$ cat config.mk
export PLATFORM = sky130hd
export DESIGN_NAME = instr_fetch_ctrl_flat
export DESIGN_NICKNAME = d
export VERILOG_FILES = /design/src/rtl/instr_fetch_ctrl_pkg.sv /design/src/rtl/instr_fetch_ctrl_if.sv /design/src/rtl/instr_fetch_ctrl_counter.sv /design/src/rtl/instr_fetch_ctrl.sv /design/src/flat_wrapper.sv
export SDC_FILE = /design/constraint.sdc
export NUM_CORES = 1
export LEC_CHECK = 0
export BUFFER_PORTS_ARGS = -buffer_cell sky130_fd_sc_hd__buf_4
export CAP_MARGIN = 20
export CORE_MARGIN = 3
export CORE_UTILIZATION = 50
export DETAILED_ROUTE_END_ITERATION = 8
export HOLD_SLACK_MARGIN = 0.08
export PLACE_DENSITY = 0.77
export SLEW_MARGIN = 0
export SYNTH_ARGS = -nofsm -noshare
export SYNTH_HDL_FRONTEND = slang
export SYNTH_HIERARCHICAL = 1
export SYNTH_SLANG_ARGS = --single-unit
$ cat constraint.sdc
create_clock -name clk -period 3.4 [get_ports clk]
set_input_delay 0.51 -clock clk [delete_from_list [all_inputs] [get_ports clk]]
set_output_delay 0.51 -clock clk [all_outputs]
set_load 0.03 [all_outputs]
$ cat src/rtl/instr_fetch_ctrl_pkg.sv
// rtl/instr_fetch_ctrl_pkg.sv - shared constants and types for the instruction fetch controller
package fetch_pkg;

    localparam int LAT_W = 8;

    localparam logic [1:0] ST_IDLE  = 2'd0;
    localparam logic [1:0] ST_WAIT  = 2'd1;
    localparam logic [1:0] ST_VALID = 2'd2;

    localparam logic [31:0] PC_STEP_DEFAULT  = 32'd4;
    localparam logic [31:0] RESET_PC_DEFAULT = 32'h0000_0000;

    typedef logic [LAT_W-1:0] lat_t;

endpackage

$ cat src/rtl/instr_fetch_ctrl_if.sv
// rtl/instr_fetch_ctrl_if.sv - instruction memory bus and decode handshake bundle
interface instr_fetch_ctrl_if;
  logic [31:0] mem_address;
  logic [31:0] mem_instruction;
  logic [31:0] instr_out;
  logic [31:0] pc_out;
  logic        instr_valid;
  logic        instr_ready;

  modport master (
    output mem_address, instr_out, pc_out, instr_valid,
    input  mem_instruction, instr_ready
  );

  modport slave (
    input  mem_address, instr_out, pc_out, instr_valid,
    output mem_instruction, instr_ready
  );
endinterface

$ cat src/rtl/instr_fetch_ctrl_counter.sv
// rtl/instr_fetch_ctrl_counter.sv - loadable down-counter timing the memory settle window
module fetch_latency_counter
  import fetch_pkg::*;
#(
  parameter int W = LAT_W
) (
  input  logic         clk,
  input  logic         rst,
  input  logic         load_i,
  input  logic [W-1:0] load_val_i,
  input  logic         dec_i,
  output logic         done_o
);

  logic [W-1:0] count_q, count_d;

  always_comb begin
    count_d = count_q;
    if (load_i)
      count_d = load_val_i;
    else if (dec_i && count_q != '0)
      count_d = count_q - 1'b1;
  end

  always_ff @(posedge clk or posedge rst) begin
    if (rst)
      count_q <= '0;
    else
      count_q <= count_d;
  end

  assign done_o = (count_q == '0);

endmodule

$ cat src/rtl/instr_fetch_ctrl.sv
// rtl/instr_fetch_ctrl.sv - PC sequencer that waits out memory latency and hands words to decode
// Optional misaligned-redirect fault output under FETCH_ALIGN_CHECK_EN.
module instr_fetch_ctrl
  import fetch_pkg::*;
#(
  parameter logic [31:0] RESET_PC    = RESET_PC_DEFAULT,
  parameter int          MEM_LATENCY = 4,
  parameter logic [31:0] PC_STEP     = PC_STEP_DEFAULT
) (
  input  logic                 clk,
  input  logic                 rst,
  input  logic                 en,
  input  logic                 branch_taken,
  input  logic [31:0]          branch_target,
  output logic                 busy,
`ifdef FETCH_ALIGN_CHECK_EN
  output logic                 align_fault,
`endif
  instr_fetch_ctrl_if.master   bus
);

  localparam lat_t LAT_RELOAD = lat_t'(MEM_LATENCY - 1);

  logic [1:0]  state_q, state_d;
  logic [31:0] pc_q, pc_d;
  logic [31:0] instr_q, instr_d;
  logic [31:0] pcout_q, pcout_d;
  logic        valid_q, valid_d;
  logic        cnt_load, cnt_dec, cnt_done;
  logic        go;
  logic [31:0] tgt;

`ifdef FETCH_ALIGN_CHECK_EN
  logic fault_q, fault_d;
  assign go  = en && !fault_q;
  assign tgt = branch_target;
`else
  assign go  = en;
  assign tgt = branch_target & ~32'h3;
`endif

  fetch_latency_counter #(.W(LAT_W)) u_cnt (
    .clk        (clk),
    .rst        (rst),
    .load_i     (cnt_load),
    .load_val_i (LAT_RELOAD),
    .dec_i      (cnt_dec),
    .done_o     (cnt_done)
  );

  always_comb begin
    state_d  = state_q;
    pc_d     = pc_q;
    instr_d  = instr_q;
    pcout_d  = pcout_q;
    valid_d  = valid_q;
    cnt_load = 1'b0;
    cnt_dec  = 1'b0;
`ifdef FETCH_ALIGN_CHECK_EN
    fault_d  = fault_q;
`endif

    case (state_q)
      ST_IDLE: begin
        if (go) begin
          state_d  = ST_WAIT;
          cnt_load = 1'b1;
        end
      end
      ST_WAIT: begin
        if (cnt_done) begin
          instr_d = bus.mem_instruction;
          pcout_d = pc_q;
          valid_d = 1'b1;
          state_d = ST_VALID;
        end else begin
          cnt_dec = 1'b1;
        end
      end
      ST_VALID: begin
        if (bus.instr_ready) begin
          valid_d = 1'b0;
          pc_d    = pc_q + PC_STEP;
          if (go) begin
            state_d  = ST_WAIT;
            cnt_load = 1'b1;
          end else begin
            state_d  = ST_IDLE;
          end
        end
      end
      default: state_d = ST_IDLE;
    endcase

    // A redirect overrides everything above, including a same-edge transfer.
    if (branch_taken) begin
`ifdef FETCH_ALIGN_CHECK_EN
      if (branch_target[1:0] != 2'b00) begin
        fault_d  = 1'b1;
        state_d  = ST_IDLE;
        valid_d  = 1'b0;
        pc_d     = pc_q;
        cnt_load = 1'b0;
        cnt_dec  = 1'b0;
      end else
`endif
      begin
        pc_d = tgt;
        if (state_q != ST_IDLE) begin
          valid_d  = 1'b0;
          cnt_dec  = 1'b0;
          cnt_load = go;
          state_d  = go ? ST_WAIT : ST_IDLE;
        end
      end
    end
  end

  always_ff @(posedge clk or posedge rst) begin
    if (rst) begin
      state_q <= ST_IDLE;
      pc_q    <= RESET_PC;
      instr_q <= '0;
      pcout_q <= '0;
      valid_q <= 1'b0;
    end else begin
      state_q <= state_d;
      pc_q    <= pc_d;
      instr_q <= instr_d;
      pcout_q <= pcout_d;
      valid_q <= valid_d;
    end
  end

`ifdef FETCH_ALIGN_CHECK_EN
  always_ff @(posedge clk or posedge rst) begin
    if (rst)
      fault_q <= 1'b0;
    else
      fault_q <= fault_d;
  end
  assign align_fault = fault_q;
`endif

  assign bus.mem_address = pc_q;
  assign bus.instr_out   = instr_q;
  assign bus.pc_out      = pcout_q;
  assign bus.instr_valid = valid_q;
  assign busy            = (state_q == ST_WAIT) || (state_q == ST_VALID);

endmodule

$ cat src/flat_wrapper.sv
// flat-port wrapper written by rule: the top's interface ports become plain ports
module instr_fetch_ctrl_flat import fetch_pkg::*;
#(
  parameter logic [31:0] RESET_PC    = RESET_PC_DEFAULT,
  parameter int          MEM_LATENCY = 4,
  parameter logic [31:0] PC_STEP     = PC_STEP_DEFAULT
)
  (clk, rst, en, branch_taken, branch_target, busy, bus_mem_address, bus_instr_out, bus_pc_out, bus_instr_valid, bus_mem_instruction, bus_instr_ready);
  instr_fetch_ctrl_if bus_i ();
  input  logic clk;
  input  logic rst;
  input  logic en;
  input  logic branch_taken;
  input  logic [31:0] branch_target;
  output logic busy;
  output wire logic [$bits(bus_i.mem_address)-1:0] bus_mem_address;
  output wire logic [$bits(bus_i.instr_out)-1:0] bus_instr_out;
  output wire logic [$bits(bus_i.pc_out)-1:0] bus_pc_out;
  output wire logic [$bits(bus_i.instr_valid)-1:0] bus_instr_valid;
  input wire logic [$bits(bus_i.mem_instruction)-1:0] bus_mem_instruction;
  input wire logic [$bits(bus_i.instr_ready)-1:0] bus_instr_ready;
  assign bus_mem_address = bus_i.mem_address;
  assign bus_instr_out = bus_i.instr_out;
  assign bus_pc_out = bus_i.pc_out;
  assign bus_instr_valid = bus_i.instr_valid;
  assign bus_i.mem_instruction = bus_mem_instruction;
  assign bus_i.instr_ready = bus_instr_ready;
  instr_fetch_ctrl #(.RESET_PC(RESET_PC), .MEM_LATENCY(MEM_LATENCY), .PC_STEP(PC_STEP)) u_core (.clk(clk), .rst(rst), .en(en), .branch_taken(branch_taken), .branch_target(branch_target), .busy(busy), .bus(bus_i));
endmodule
==> results of run 1 <==
==> cells by family after synthesis <==
logic type	count (synthesis)
multiplexers	61
XOR/XNOR	13
AO/OA/AOI/OAI	74
buffers and inverters	36
adder cells (fa/ha/maj)	9
flip-flops	103
other	2
AND/OR/NAND/NOR	129
==> power by group <==
group | internal (mW) | switching (mW) | leakage, nW
registers | 1.68 | 0.305 | 1.25
clock network | 0.304 | 0.406 | 0.0836
logic | 1.04 | 1.44 | 1.59
==> per-layer routing <==
metal	global-route usage [%]	wire length (µm)	share of wire, %	vias to the layer above
li1	-	-	-	1855
met1	26.9	4790	41	1933
met2	38.1	6260	54	100
met3	3.15	424	3.6	14
met4	6.28	161	1.4	0
met5	0	0	0	-
==> registers in the layout, indices dropped and copies added, names as in the netlist <==
register	flops
u_core/bus.instr_out	32
u_core/bus.mem_address	30
u_core/bus.pc_out	30
u_core/u_cnt/count_q	8
u_core/state_q	2
u_core/bus.instr_valid	1
==> Yosys cell counts (4+ instances only) <==
master / number / area, µm²
nor2b_1: 6 / 37.5
o21ai_0: 21 / 105
ha_1: 9 / 113
xor2_1: 6 / 52.6
nor3_1: 4 / 20.0
nand2_1: 36 / 135
buf_4: 4 / 30.0
nor2_1: 21 / 78.8
mux2_2: 59 / 664
o31ai_1: 14 / 105
a31oi_1: 14 / 87.6
dfrtp_1: 103 / 2580
or4_1: 15 / 113
a21oi_1: 5 / 25.0
inv_1: 10 / 37.5
xnor2_1: 7 / 61.3
nand3_1: 11 / 55.1
nand4_1: 9 / 56.3
clkbuf_1: 15 / 56.3
clkbuf_8: 4 / 55.1
==> cell type report <==
type,count,share of cell area [%]
clock inverter,4,0.491
sequential,103,40.5
multi-input combinational,298,33.9
clock buffer,11,2.38
tap,129,2.53
timing repair buffer,164,19.5
inverter,11,0.688
==> critical path: stages, from the launching register on <==
cell and delay (ps):
dfrtp_1 430, inv_1 140, ha_1 250, nand3_1 240
or4_1 780, or4_1 600, a31oi_1 170
==> path summary, 6_finish.rpt <==
path	start	endpoint	slack, ps	cells after the start
max in group asynchronous	rst	u_core/bus.instr_out[16]	2370	3
max reg2reg	u_core/state_q[0]	u_core/bus.mem_address[28]	710	6
min	rst	u_core/u_cnt/count_q[5]	130	2
min in group clk	branch_target[2]	u_core/bus.mem_address[2]	360	3
min reg2reg	u_core/bus.pc_out[17]	u_core/bus.pc_out[17]	500	2
max	u_core/state_q[0]	u_core/bus.mem_address[28]	710	6
==> metrics.csv, run 1 <==
metric;value;unit
synth-edff-count;0;
fin_setup_tns;0;ps
synthArstFlopShare;100;%
syn_area;4900;µm²
cts-root-buf;clkbuf_8;
cts_tree;yes;
numCtsBuffers;9;
drv_cap;0;
path_clk_slew;90;ps
dp_slack;765;ps
status;finished clean;
fill_cells;756;
timing.final.ws_setup;711;ps
synth_flop_cell;dfrtp_1;
synth_simple_gate_area_share;14.7;%
start_kind;register;
clock-sinks;103;
post_cts_buffers;0;
finalNonFillerCells;720;
worstMarginPinSlew;743;ps
hp-class;in -> async;
layout_commonest_cell;buf_4;
gp_congestion;0.853;
crit_required;3670;ps
clk_latency;350;ps
drv_slew;0;
hold_buffers;0;
die_w;105;µm
cp.arrival;2960;ps
antenna_left;0;
layout_common_cells;163 x buf_4, 103 x dfrtp_1, 59 x mux2_2;
rows;35;
final_util;68.0;%
grt_pass1_vias;3756;
rsz0062_at_grt;false;
yosysWarnings;6;
synth_compound_area_share;9.76;%
drt-total-wl;11.6;mm
synthMuxAreaShare;14.0;%
design_area;6370;µm²
dpl.hpwl;8.64;mm
final_nets;665;
start_util;52.2;%
synthXorXnorAreaFrac;2.33;%
place_inst;705;
fp.coreArea;9370;µm²
synth_adder_area_share;2.30;%
drcViolationCount;0;
grt_use_total;21.4;%
synth-seq-area-share;52.6;%
vdd_drop_max;0.515;mV
syn2layout_area_growth;30.1;%
antenna_found_initial;0;
crit_type;reg -> reg;
hold_violations;0;
wl_per_cell;16.2;µm
cp-end-kind;register;
ios;167;
synthCells;427;
seq_area;2580;µm²
yosysUniqueCellTypes;58;
synth_top_family_by_area;simple AND/OR/NAND/NOR gates;
layout-drive-gt1-share;43.1;%
first_pass_iters;4;
p_per_area;813;nW/µm²
power;5.18;mW
overflow;0;
numPortBuffers;160;
grt_pass1_wl;19.1;mm
fin_crit;2690;ps
dieHeight;105;µm
finalSetupViolCount;0;
die_area;11000;µm²
cts_resized;0;
power_leakage;2.93;nW
crit_fanout;19;
grt_max_degree;61;
clock_path_buffers;2;
drt_iter0_drc;158;
synth_seq_cells;103;
vias_per_cell;5.42;
hold_ws;135;ps
antenna_cells;0;
avgSynthCellArea;11.5;µm²
vias;3902;
fin_crit_sh;79.1;%
htree_levels;3;
clock_skew;12.6;ps
slew_headroom;50.5;%
multi_input_area;2160;µm²
max_freq;372;MHz
place_area;6190;µm²
Note: power is estimated with default switching activity, not from simulation.
==> run 2, diff against run 1 <==
--- a/config.mk
+++ b/config.mk
@@ -8,10 +8,10 @@
 export BUFFER_PORTS_ARGS = -buffer_cell sky130_fd_sc_hd__buf_4
 export CAP_MARGIN = 20
 export CORE_MARGIN = 3
-export CORE_UTILIZATION = 50
+export CORE_UTILIZATION = 46
 export DETAILED_ROUTE_END_ITERATION = 8
 export HOLD_SLACK_MARGIN = 0.08
-export PLACE_DENSITY = 0.77
+export PLACE_DENSITY = 0.74
 export SLEW_MARGIN = 0
 export SYNTH_ARGS = -nofsm -noshare
 export SYNTH_HDL_FRONTEND = slang
==> constraint.sdc (replaced) <==
create_clock -name clk -period 2.2 [get_ports clk]
set_input_delay 0.33 -clock clk [delete_from_list [all_inputs] [get_ports clk]]
set_output_delay 0.33 -clock clk [all_outputs]
set_load 0.03 [all_outputs]
==> run 2 against run 1 <==
Effect of this change: worst hold slack improved by 39 ps; power increased by 63%; combinational power increased by 69%; sequential share of layout area decreased by 2.9 points; first-iteration DRC count increased by 5.1%.
==> metrics.csv, run 2 (same netlist as run 1, synthesis figures left out) <==
metric;value;unit
grt_max_degree;48;
path_clk_slew;100;ps
clock_path_buffers;2;
overflow;0;
final_util;66.6;%
slowest_delay;550;ps
rr_worst_depth;7;
cp.depth;7;
design_area;6880;µm²
startpoint;u_core/state_q[0];
rrSetupSlack;20;ps
power_leakage;3.21;nW
dpl.hpwl;9.00;mm
crit_type;reg -> reg;
vdd_drop_max;0.764;mV
drv_cap;0;
die_area;11900;µm²
worstReg2RegStart;u_core/state_q[0];
path_cells;inv_2, ha_4, nand4_1, or4_4, buf_6, or4_1, a31oi_1;
final_nets;716;
grt_pass1_vias;4049;
clk_latency;360;ps
crit_required;2490;ps
numPortBuffers;160;
cts_tree;yes;
slowest_stage;or4_4;
crit_fanout;5;
drv_slew;0;
cp-end-kind;register;
grt_pass1_wl;19.2;mm
path_delay_family;simple AND/OR/NAND/NOR gates;
p_per_area;1220;nW/µm²
worstMarginPinSlew;634;ps
ios;167;
drt-total-wl;12.2;mm
drt_iter0_drc;166;
drcViolationCount;0;
fp.coreArea;10300;µm²
crit_buf_inv;2;
worst_setup_path_endpoint;u_core/bus.mem_address[21];
layout-drive-gt1-share;49.5;%
max_freq;458;MHz
hp-class;in -> reg;
numCtsBuffers;9;
antenna_cells;0;
clock_skew;9.82;ps
syn2layout_area_growth;40.4;%
reg2reg_to;u_core/bus.mem_address[21];
dieHeight;109;µm
antenna_left;0;
start_kind;register;
cp.arrival;2470;ps
fin_crit;2180;ps
gp_congestion;0.806;
slew_headroom;57.2;%
wl_per_cell;15.7;µm
fin_crit_sh;99.3;%
largest_reg_flops;32;
clock-sinks;103;
vias;4171;
rsz0062_at_grt;true;
die_w;109;µm
cts-root-buf;clkbuf_8;
layout_commonest_cell;buf_4;
finalSetupViolCount;0;
htree_levels;3;
rows;37;
vias_per_cell;5.35;
layout_common_cells;210 x buf_4, 101 x dfrtp_1, 59 x mux2_2;
first_pass_iters;4;
start_util;47.4;%
status;finished clean;
hold_violations;0;
grt_use_total;20.2;%
place_area;6520;µm²
antenna_found_initial;0;
run 2: layout make-up:
cell class,instances,area [µm²]
clock buffers,11,141
clock inverters,5,56.3
fillers,815,3450
inverters,11,45.0
multi-input cells,298,2230
flip-flops and latches,103,2580
well taps,136,170
repair buffers,215,1650
run 2: power by group:
| part | internal, mW | total (mW) | switching (mW) |
|---|---|---|---|
| sequential | 2.60 | 3.03 | 0.433 |
| clock | 0.559 | 1.20 | 0.640 |
| combinational | 1.84 | 4.19 | 2.34 |
| total | 5.00 | 8.42 | 3.42 |
run 2: metal layers:
layer | vias up | track usage (%) | part of all wire, %
met1 | 2055 | 25.9 | 42
li1 | 1963 | - | -
met3 | 17 | 3.55 | 5.3
met4 | 0 | 7.39 | 1.7
met5 | - | 0 | 0
met2 | 136 | 34.3 | 51
run 2: how the worst min path moves through the flow:
stage	endpoint	cells after the start	start
floorplan	u_core/u_cnt/count_q[0]	1	rst
global placement	u_core/bus.instr_out[25]	2	rst
detailed placement	u_core/bus.instr_out[21]	2	rst
CTS	u_core/bus.mem_address[6]	3	branch_target[6]
global route	u_core/bus.mem_address[11]	3	branch_target[11]
finish	u_core/bus.mem_address[11]	3	branch_target[11]
run 2: worst min-delay path, stage by stage:
cell     delay [ps]
buf_4            70
nand2_1          40
o21ai_0          60
run 2: metrics by stage:
step | worst slack, ps | hold slack, ps | power [mW] | std cells | TNS [ps]
detailed placement | -74.1 | 295 | 7.16 | 753 | -335
global placement | -0.308 | 293 | 7.03 | 753 | -0.308
finish | 15.9 | 174 | 8.42 | 779 | 0
floorplan | 0.481 | 146 | 5.49 | 437 | 0
CTS | 0.913 | 155 | 8.39 | 775 | 0
global route | -48.3 | 156 | 8.89 | 779 | -75.5
run 2: repair_timing:
action                     in CTS  in global routing
setup endpoints to repair      18                 73
cloned                          0                  0
pin swaps                       1                 11
gates resized for setup         2                 16
setup buffers                   5                  4
hold endpoints to repair       16                  0
hold buffers                    1                  0
==> run 3, diff against run 2 <==
--- a/config.mk
+++ b/config.mk
@@ -5,13 +5,13 @@
 export SDC_FILE = /design/constraint.sdc
 export NUM_CORES = 1
 export LEC_CHECK = 0
-export BUFFER_PORTS_ARGS = -buffer_cell sky130_fd_sc_hd__buf_4
 export CAP_MARGIN = 20
 export CORE_MARGIN = 3
-export CORE_UTILIZATION = 46
+export CORE_UTILIZATION = 51
 export DETAILED_ROUTE_END_ITERATION = 8
+export DONT_BUFFER_PORTS = 1
 export HOLD_SLACK_MARGIN = 0.08
-export PLACE_DENSITY = 0.74
+export PLACE_DENSITY = 0.63
 export SLEW_MARGIN = 0
 export SYNTH_ARGS = -nofsm -noshare
 export SYNTH_HDL_FRONTEND = slang
==> constraint.sdc (replaced) <==
create_clock -name clk -period 2.75 [get_ports clk]
set_input_delay 0.4125 -clock clk [delete_from_list [all_inputs] [get_ports clk]]
set_output_delay 0.4125 -clock clk [all_outputs]
set_load 0.03 [all_outputs]
==> run 3 against run 2 <==
Effect of this change: combinational power fell by 71%; critical path type unchanged; power decreased by 34%; clock-buffer cell count fell by 1; global-route usage decreased by 1.1 points; design area shrank 23%; via count fell by 21%; setup slack improved by 170 ps; critical path depth shrank 1; sequential share of layout area up 11 points; register-to-register slack gained 170 ps; flip-flop and latch count unchanged.
==> metrics.csv, run 3 (same netlist as run 1, synthesis figures left out) <==
metric;value;unit
grt_pass1_vias;3313;
hold_buffers;1;
post_cts_buffers;0;
htree_levels;3;
slowest_stage;or4_4;
antenna_left;0;
clock_skew;11.2;ps
clock_path_buffers;2;
dieHeight;104;µm
fin_setup_tns;0;ps
cts_tree;yes;
crit_required;3010;ps
hold_violations;0;
clock-sinks;103;
fp.coreArea;9280;µm²
max_freq;391;MHz
grt_max_degree;73;
hold_ws;155;ps
vias;3288;
gr-usage-met2;32.1;%
path_delay_family;simple AND/OR/NAND/NOR gates;
grt_use_total;19.1;%
ios;167;
drt-total-wl;10.2;mm
path_cells;inv_1, ha_1, nand4_1, or4_4, or4_1, a31o_2;
numCtsBuffers;9;
antenna_cells;0;
place_area;5110;µm²
dpl.hpwl;7.35;mm
drcViolationCount;0;
fin_crit_sh;93.1;%
path_clk_slew;110;ps
worstMarginPinSlew;607;ps
rows;35;
crit_type;reg -> reg;
crit_fanout;20;
drv_cap;0;
largest_reg_flops;32;
slowest_delay;640;ps
drv_slew;0;
antenna_found_initial;0;
use_met3;7.01;%
vias_per_cell;5.68;
layout-drive-gt1-share;24.9;%
cp-end-kind;register;
rsz0062_at_grt;false;
wl_per_cell;17.7;µm
cp.arrival;2820;ps
grt_pass1_wl;17.0;mm
syn2layout_area_growth;8.33;%
final_nets;523;
vdd_drop_max;0.532;mV
status;finished clean;
clk_latency;360;ps
finalSetupViolCount;0;
slew_headroom;58.9;%
die_area;10800;µm²
gp_congestion;0.790;
overflow;0;
numPortBuffers;0;
hp-class;in -> reg;
p_per_area;1040;nW/µm²
fin_crit;2560;ps
first_pass_iters;4;
crit_buf_inv;1;
power_leakage;2.23;nW
top_usage_layer;met2;
cts_resized;0;
drt_iter0_drc;149;
layout_commonest_cell;dfrtp_1;
met1_usage;23.3;%
cts-root-buf;clkbuf_8;
start_util;52.7;%
layout_common_cells;103 x dfrtp_1, 59 x mux2_2, 35 x nand2_1;
design_area;5300;µm²
die_w;104;µm
start_kind;register;
run 3: worst paths after layout:
check	from	slack [ps]	cells past startpoint	endpoint
worst min-delay path	branch_taken	160	1	u_core/bus.mem_address[7]
worst max register to register	u_core/state_q[0]	190	6	u_core/bus.mem_address[31]
worst min register to register	u_core/u_cnt/count_q[3]	550	1	u_core/u_cnt/count_q[3]
max in group asynchronous	rst	1440	3	u_core/bus.mem_address[23]
min in group asynchronous	rst	500	2	u_core/u_cnt/count_q[2]
worst max-delay path	u_core/state_q[0]	190	6	u_core/bus.mem_address[31]
run 3: area by class of cell:
cell class	count	area (µm²)
Clock buffer	10	128
Sequential cell	103	2580
Clock inverter	6	52.6
Multi-Input combinational cell	298	2160
Tap cell	129	161
Timing Repair Buffer	22	180
Inverter	11	45.0
Fill cell	814	3980
run 3: metal layers:
metal / vias to the layer above / wire, µm
met2: 102 / 5070
met1: 1608 / 4290
li1: 1568 / -
met4: 0 / 132
met5: - / 0
met3: 10 / 745
run 3: where the power goes:
group	leakage, nW	internal [mW]	switching [mW]
sequential	1.25	2.07	1.38
combinational	0.891	0.623	0.578
clock	0.0854	0.345	0.545
total	2.23	3.03	2.50
run 3: per-stage QoR:
step | cells | total power, mW | utilization (%) | worst slack [ps]
CTS | 579 | 5.61 | 57.1 | 182
global placement | 562 | 4.64 | 55.1 | 251
global route | 579 | 5.87 | 57.1 | 24.8
detailed placement | 562 | 4.71 | 55.1 | 206
floorplan | 437 | 4.39 | - | 485
finish | 579 | 5.54 | 57.1 | 190
